<file path="src/rtl/wb_grf_if.sv">
// Bundles the MEM/WB inputs, the decode-stage read ports and the exported
// write-back signals that connect the pipeline to the write-back stage and register file.
interface wb_grf_if #(
  parameter int DATA_W = 32
);
  logic [31:0]       Instr_WB;
  logic [31:0]       Pc4_WB;
  logic [DATA_W-1:0] ALUout_WB;
  logic [DATA_W-1:0] DM_Data_WB;
  logic [4:0]        A1_D;
  logic [4:0]        A2_D;
  logic [DATA_W-1:0] RD1_D;
  logic [DATA_W-1:0] RD2_D;
  logic              WB_we;
  logic [4:0]        WB_addr;
  logic [DATA_W-1:0] WB_data;

  modport master (
    output Instr_WB, Pc4_WB, ALUout_WB, DM_Data_WB, A1_D, A2_D,
    input  RD1_D, RD2_D, WB_we, WB_addr, WB_data
  );

  modport slave (
    input  Instr_WB, Pc4_WB, ALUout_WB, DM_Data_WB, A1_D, A2_D,
    output RD1_D, RD2_D, WB_we, WB_addr, WB_data
  );
endinterface

</file>
<file path="src/rtl/wb_grf.sv">
// MIPS write-back stage and 32-entry register file with WB->D read bypass.
// Define GRF_WRITE_TRACE_EN to print every committed register write in simulation.
module wb_grf #(
  parameter int                DATA_W    = 32,
  parameter logic [DATA_W-1:0] RESET_VAL = '0
) (
  input logic     clk,
  input logic     reset,
  wb_grf_if.slave bus
);

  logic [5:0]        op;
  logic [5:0]        funct;
  logic [4:0]        rt;
  logic [4:0]        rd;
  logic              isWrite;
  logic [4:0]        dest;
  logic [DATA_W-1:0] destData;
  logic              wrEn_d;
  logic [4:0]        wrAddr_d;
  logic [DATA_W-1:0] wrData_d;
  logic [DATA_W-1:0] grf_q [32];
  logic [DATA_W-1:0] rd1;
  logic [DATA_W-1:0] rd2;
  logic              unusedInstrBits;

  assign op              = bus.Instr_WB[31:26];
  assign funct           = bus.Instr_WB[5:0];
  assign rt              = bus.Instr_WB[20:16];
  assign rd              = bus.Instr_WB[15:11];
  assign unusedInstrBits = ^{bus.Instr_WB[25:21], bus.Instr_WB[10:6]};

  // Classify the WB instruction into its destination register and write source.
  always_comb begin
    isWrite  = 1'b0;
    dest     = 5'd0;
    destData = '0;
    case (op)
      6'h00: begin
        if (funct == 6'h21 || funct == 6'h23) begin
          isWrite  = 1'b1;
          dest     = rd;
          destData = bus.ALUout_WB;
        end
      end
      6'h0d, 6'h0f: begin
        isWrite  = 1'b1;
        dest     = rt;
        destData = bus.ALUout_WB;
      end
      6'h23: begin
        isWrite  = 1'b1;
        dest     = rt;
        destData = bus.DM_Data_WB;
      end
      6'h03: begin
        isWrite  = 1'b1;
        dest     = 5'd31;
        destData = DATA_W'(bus.Pc4_WB + 32'd4);
      end
      default: begin
        isWrite  = 1'b0;
      end
    endcase
  end

  // A write to $0 is squashed so the forwarding unit never sees it as a producer.
  always_comb begin
    wrEn_d   = isWrite && (dest != 5'd0);
    wrAddr_d = wrEn_d ? dest : 5'd0;
    wrData_d = wrEn_d ? destData : '0;
  end

  assign bus.WB_we   = wrEn_d;
  assign bus.WB_addr = wrAddr_d;
  assign bus.WB_data = wrData_d;

  always_ff @(posedge clk or posedge reset) begin
    if (reset) begin
      for (int i = 0; i < 32; i++) begin
        grf_q[i] <= RESET_VAL;
      end
    end else if (wrEn_d) begin
      grf_q[wrAddr_d] <= wrData_d;
    end
  end

  // Bypass is suppressed during reset so the read ports show the cleared file.
  always_comb begin
    rd1 = grf_q[bus.A1_D];
    if (bus.A1_D == 5'd0) begin
      rd1 = '0;
    end else if (!reset && wrEn_d && wrAddr_d == bus.A1_D) begin
      rd1 = wrData_d;
    end
  end

  always_comb begin
    rd2 = grf_q[bus.A2_D];
    if (bus.A2_D == 5'd0) begin
      rd2 = '0;
    end else if (!reset && wrEn_d && wrAddr_d == bus.A2_D) begin
      rd2 = wrData_d;
    end
  end

  assign bus.RD1_D = rd1;
  assign bus.RD2_D = rd2;

`ifdef GRF_WRITE_TRACE_EN
  always @(posedge clk) begin
    if (!reset && wrEn_d) begin
      $display("@%h: $%d <= %h", bus.Pc4_WB - 32'd4, wrAddr_d, wrData_d);
    end
  end
`endif

endmodule
</file>
<file path="src/flat_wrapper.sv">
// flat-port wrapper written by rule: the top's interface ports become plain ports
module wb_grf_flat 
#(
  parameter int                DATA_W    = 32,
  parameter logic [DATA_W-1:0] RESET_VAL = '0
)
  (clk, reset, bus_Instr_WB, bus_Pc4_WB, bus_ALUout_WB, bus_DM_Data_WB, bus_A1_D, bus_A2_D, bus_RD1_D, bus_RD2_D, bus_WB_we, bus_WB_addr, bus_WB_data);
  wb_grf_if #(.DATA_W(DATA_W)) bus_i ();
  input logic clk;
  input logic reset;
  input wire logic [$bits(bus_i.Instr_WB)-1:0] bus_Instr_WB;
  input wire logic [$bits(bus_i.Pc4_WB)-1:0] bus_Pc4_WB;
  input wire logic [$bits(bus_i.ALUout_WB)-1:0] bus_ALUout_WB;
  input wire logic [$bits(bus_i.DM_Data_WB)-1:0] bus_DM_Data_WB;
  input wire logic [$bits(bus_i.A1_D)-1:0] bus_A1_D;
  input wire logic [$bits(bus_i.A2_D)-1:0] bus_A2_D;
  output wire logic [$bits(bus_i.RD1_D)-1:0] bus_RD1_D;
  output wire logic [$bits(bus_i.RD2_D)-1:0] bus_RD2_D;
  output wire logic [$bits(bus_i.WB_we)-1:0] bus_WB_we;
  output wire logic [$bits(bus_i.WB_addr)-1:0] bus_WB_addr;
  output wire logic [$bits(bus_i.WB_data)-1:0] bus_WB_data;
  assign bus_i.Instr_WB = bus_Instr_WB;
  assign bus_i.Pc4_WB = bus_Pc4_WB;
  assign bus_i.ALUout_WB = bus_ALUout_WB;
  assign bus_i.DM_Data_WB = bus_DM_Data_WB;
  assign bus_i.A1_D = bus_A1_D;
  assign bus_i.A2_D = bus_A2_D;
  assign bus_RD1_D = bus_i.RD1_D;
  assign bus_RD2_D = bus_i.RD2_D;
  assign bus_WB_we = bus_i.WB_we;
  assign bus_WB_addr = bus_i.WB_addr;
  assign bus_WB_data = bus_i.WB_data;
  wb_grf #(.DATA_W(DATA_W), .RESET_VAL(RESET_VAL)) u_core (.clk(clk), .reset(reset), .bus(bus_i));
endmodule
</file>
<file path="config.mk">
export PLATFORM = sky130hd
export DESIGN_NAME = wb_grf_flat
export DESIGN_NICKNAME = d
export VERILOG_FILES = /design/src/rtl/wb_grf_if.sv /design/src/rtl/wb_grf.sv /design/src/flat_wrapper.sv
export SDC_FILE = /design/constraint.sdc
export NUM_CORES = 2
export LEC_CHECK = 0
export CORE_MARGIN = 2
export CORE_UTILIZATION = 55
export CTS_CLUSTER_SIZE = 20
export DETAILED_ROUTE_END_ITERATION = 12
export PLACE_DENSITY = 0.73
export SETUP_SLACK_MARGIN = 0.2
export SYNTH_ARGS = -nofsm -noshare
export SYNTH_HDL_FRONTEND = slang
export SYNTH_SLANG_ARGS = --single-unit
</file>
<file path="constraint.sdc">
create_clock -name clk -period 73.8 [get_ports clk]
set_input_delay 14.76 -clock clk [delete_from_list [all_inputs] [get_ports clk]]
set_output_delay 14.76 -clock clk [all_outputs]
set_load 0.1 [all_outputs]
</file>
==> metrics <==
max FFs per register 1024; Psw 326 uW; largest net degree at the start of global routing 185; initial DRC count 5826; Leak roughly 26 nW; Root Buffer clkbuf_16; post-synth top area share 46.7%; nets 5423; Largest Register u_core.grf_q; Worst R2R Setup Slack ~73000 ps; Max Clock Skew 0 ps; Syn Inst Count between 5000 and 6000; PortBufs 230; Worst Setup Start Kind input port; gr ovfl total 0; die area ~100000 sq um; Yosys reg bits 1024; Avg Vias per Cell ~7; post-DP HPWL 105000 microns; Bufs on Longest Clock Path 3; status completed; R2R Path Start u_core.grf_q[162]$_DFFE_PP0P_; max cap viols 0; slew margin rel. between 10 and 15%; initial core utilization 55.6%; Max Clk Rate 28.4 MHz; Reg power frac between 40 and 50%; cell internal pwr 953 uW; drt pass-1 iters 7; Synth area leader dfrtp_1; Critical Path RT 59040 ps; IO Count 242; number of global-route vias before repair 45200; syn_nets 5557; DR DRC count 0; total core area 98700 sq um; synth unique cells 67; WS Path Type input port to primary output; Clk network pwr share 46.5%; RSZ-0062 raised after global routing false; FP Rows 115; Synth Flop Type dfrtp_1; Worst-Skew Late Latency just under 700 ps; Syn. warnings 0; post-cts resize count 0; Pins Over Slew Limit 0; R2R cell count 2; GRT Util Overall a little under two fifths; crit path max fanout between 40 and 50; final hold violations 0; Cells on Worst Hold Path 0; peak supply drop 0.0208 mV; setup_tns 0 ps; cts hold-fix bufs 0; sw frac 25.5%; Area Overhead vs Synth 11.9%; initial antenna violation count 5; ranking of synthesized cells by area dfrtp_1 (47%), mux4_2 (16%), o21ai_0 (8.8%); Seq/Total Area, Yosys approximately 47%; first-pass GRT wire length 282000 microns; most frequent cells in the layout nand2_1 (1252), dfrtp_1 (1024), o21ai_0 (960); FF-to-FF End u_core.grf_q[162]$_DFFE_PP0P_; CTS H-tree lvls 3; Reg clk slew, reported paths 60 ps; HP Class register to register; Mapped Avg Cell Area 10.1 sq um; wirelength, routed 188000 microns; Worst Hold Path EP u_core.grf_q[1022]$_DFFE_PP0P_; number of synthesized flops with an enable pin 0; Total Power 1.28 mW; DIE WIDTH between 300 and 400 microns; final period utilization 47.8%; vias 45600; CP Capture Type primary output; FFs w/ async S/R, synth 100%; PwrDens 20.8 nW/um^2; die height 320 microns; power share of the combinational group 9.5%; top flop regs u_core.grf_q: 1024 flops; final setup fails 0; worst endpoint data arrival time roughly 20000 ps; Final min period 35270 ps; commonest non-fill, non-tap cell in the layout nand2_1; min-delay src u_core.grf_q[1022]$_DFFE_PP0P_; share of cells above drive strength 1 around 14%; CTS tree done; final antenna-violating net count 0; RD Place Congestion 0.846; total CTS buffers around 110; actual slew at the worst max-slew pin 1320 ps; Post-CTS Setup Bufs 0; clock sink count 1024; mapped cell area 54900 sq um; routed len/inst between 20 and 30 microns
==> cells by family (layout without fill, tap and decap cells) <==
family,after synthesis,in the layout,synth area share (%)
and+or+nand+nor,1643,1643,12.6
AOI/OAI and AO/OA,1463,1463,15.2
DFF,1024,1024,46.7
muxes,648,648,20.6
buffers and inverters,619,573,4.56
xor gates and xnor gates,18,18,0.287
adders and majority gates,1,1,0.0228
other,0,4,0
==> synthesized netlist by cell type (4+ instances only) <==
cell,count
nand2_1,1256
and2_1,4
buf_4,4
a222oi_1,8
xnor2_1,12
a21oi_1,68
nand3_1,153
o21ai_1,44
or2_2,9
nor3_1,14
inv_1,41
a21o_1,4
mux2i_1,259
o31ai_1,6
nor2b_1,7
and4_1,9
buf_2,55
clkbuf_1,458
or3_1,8
nand3_2,11
dfrtp_1,1024
a22o_1,8
xor2_1,6
o311ai_0,62
nand2b_1,23
nand4_2,6
or4_1,5
nand4_1,9
nor4_1,10
buf_6,13
a31oi_1,70
buf_1,42
inv_2,4
a22oi_1,204
and3_1,10
o22a_1,4
mux4_2,386
nor2_1,88
o21ai_0,966
o211ai_1,4
a31o_2,4
==> per-stage QoR <==
stage	setup slack [ps]	hold slack, ps	utilization [%]	cells	instance area [sq um]
floorplan	30220	441	-	5416	54900
global placement	38770	380	58.3	6461	57500
detailed placement	38690	387	58.3	6461	57500
CTS	38680	399	62.2	6657	61400
global route	38320	413	62.2	6657	61400
finish	38530	398	62.2	6661	61400
==> cell type report <==
type / count / area, sq um
diodes: 4 / 10.0
clock buffers: 150 / 3090
clock inverters: 46 / 752
fillers: 7790 / 37300
inverters: 47 / 184
multi-input cells: 3773 / 27000
flip-flops and latches: 1024 / 25600
well taps: 1287 / 1610
repair buffers: 330 / 3090
==> critical path, stage by stage <==
cell	delay, ps
clkdlybuf4s50_1	610
nor3b_2	450
and2_4	650
nor3_2	250
and3_4	390
inv_2	80
buf_4	540
nand2_1	820
inv_1	450
nand2_1	80
a21oi_1	170
clkdlybuf4s50_1	1170
==> power by group through the flow <==
stage	logic (mW)	clock network (mW)	registers (mW)
after floorplan	0.0771	0	0.574
after global placement	0.119	0	0.573
after detailed placement	0.120	0	0.573
after CTS	0.120	0.594	0.563
after global routing	0.127	0.619	0.563
final	0.122	0.595	0.563
==> per-layer routing <==
metal / vias up / track usage, % / part of all wire (%)
met5: - / 0 / 0.043
met4: 8 / 17.8 / 5.4
met3: 618 / 13.5 / 14
met2: 3047 / 54.3 / 43
met1: 22700 / 48.5 / 37
li1: 19300 / - / -
==> how the worst max path moves through the flow <==
stage | from | end | depth (start not counted)
final | bus_Instr_WB[26] | bus_RD2_D[7] | 12
after global routing | bus_Instr_WB[26] | bus_RD1_D[7] | 12
after CTS | bus_Instr_WB[26] | bus_RD2_D[7] | 12
after detailed placement | bus_Instr_WB[26] | bus_RD2_D[7] | 12
after global placement | bus_Instr_WB[26] | bus_RD2_D[7] | 12
after floorplan | reset | u_core.grf_q[0]$_DFFE_PP0P_ | 1
No activity file was read; power rests on OpenSTA's default activity.
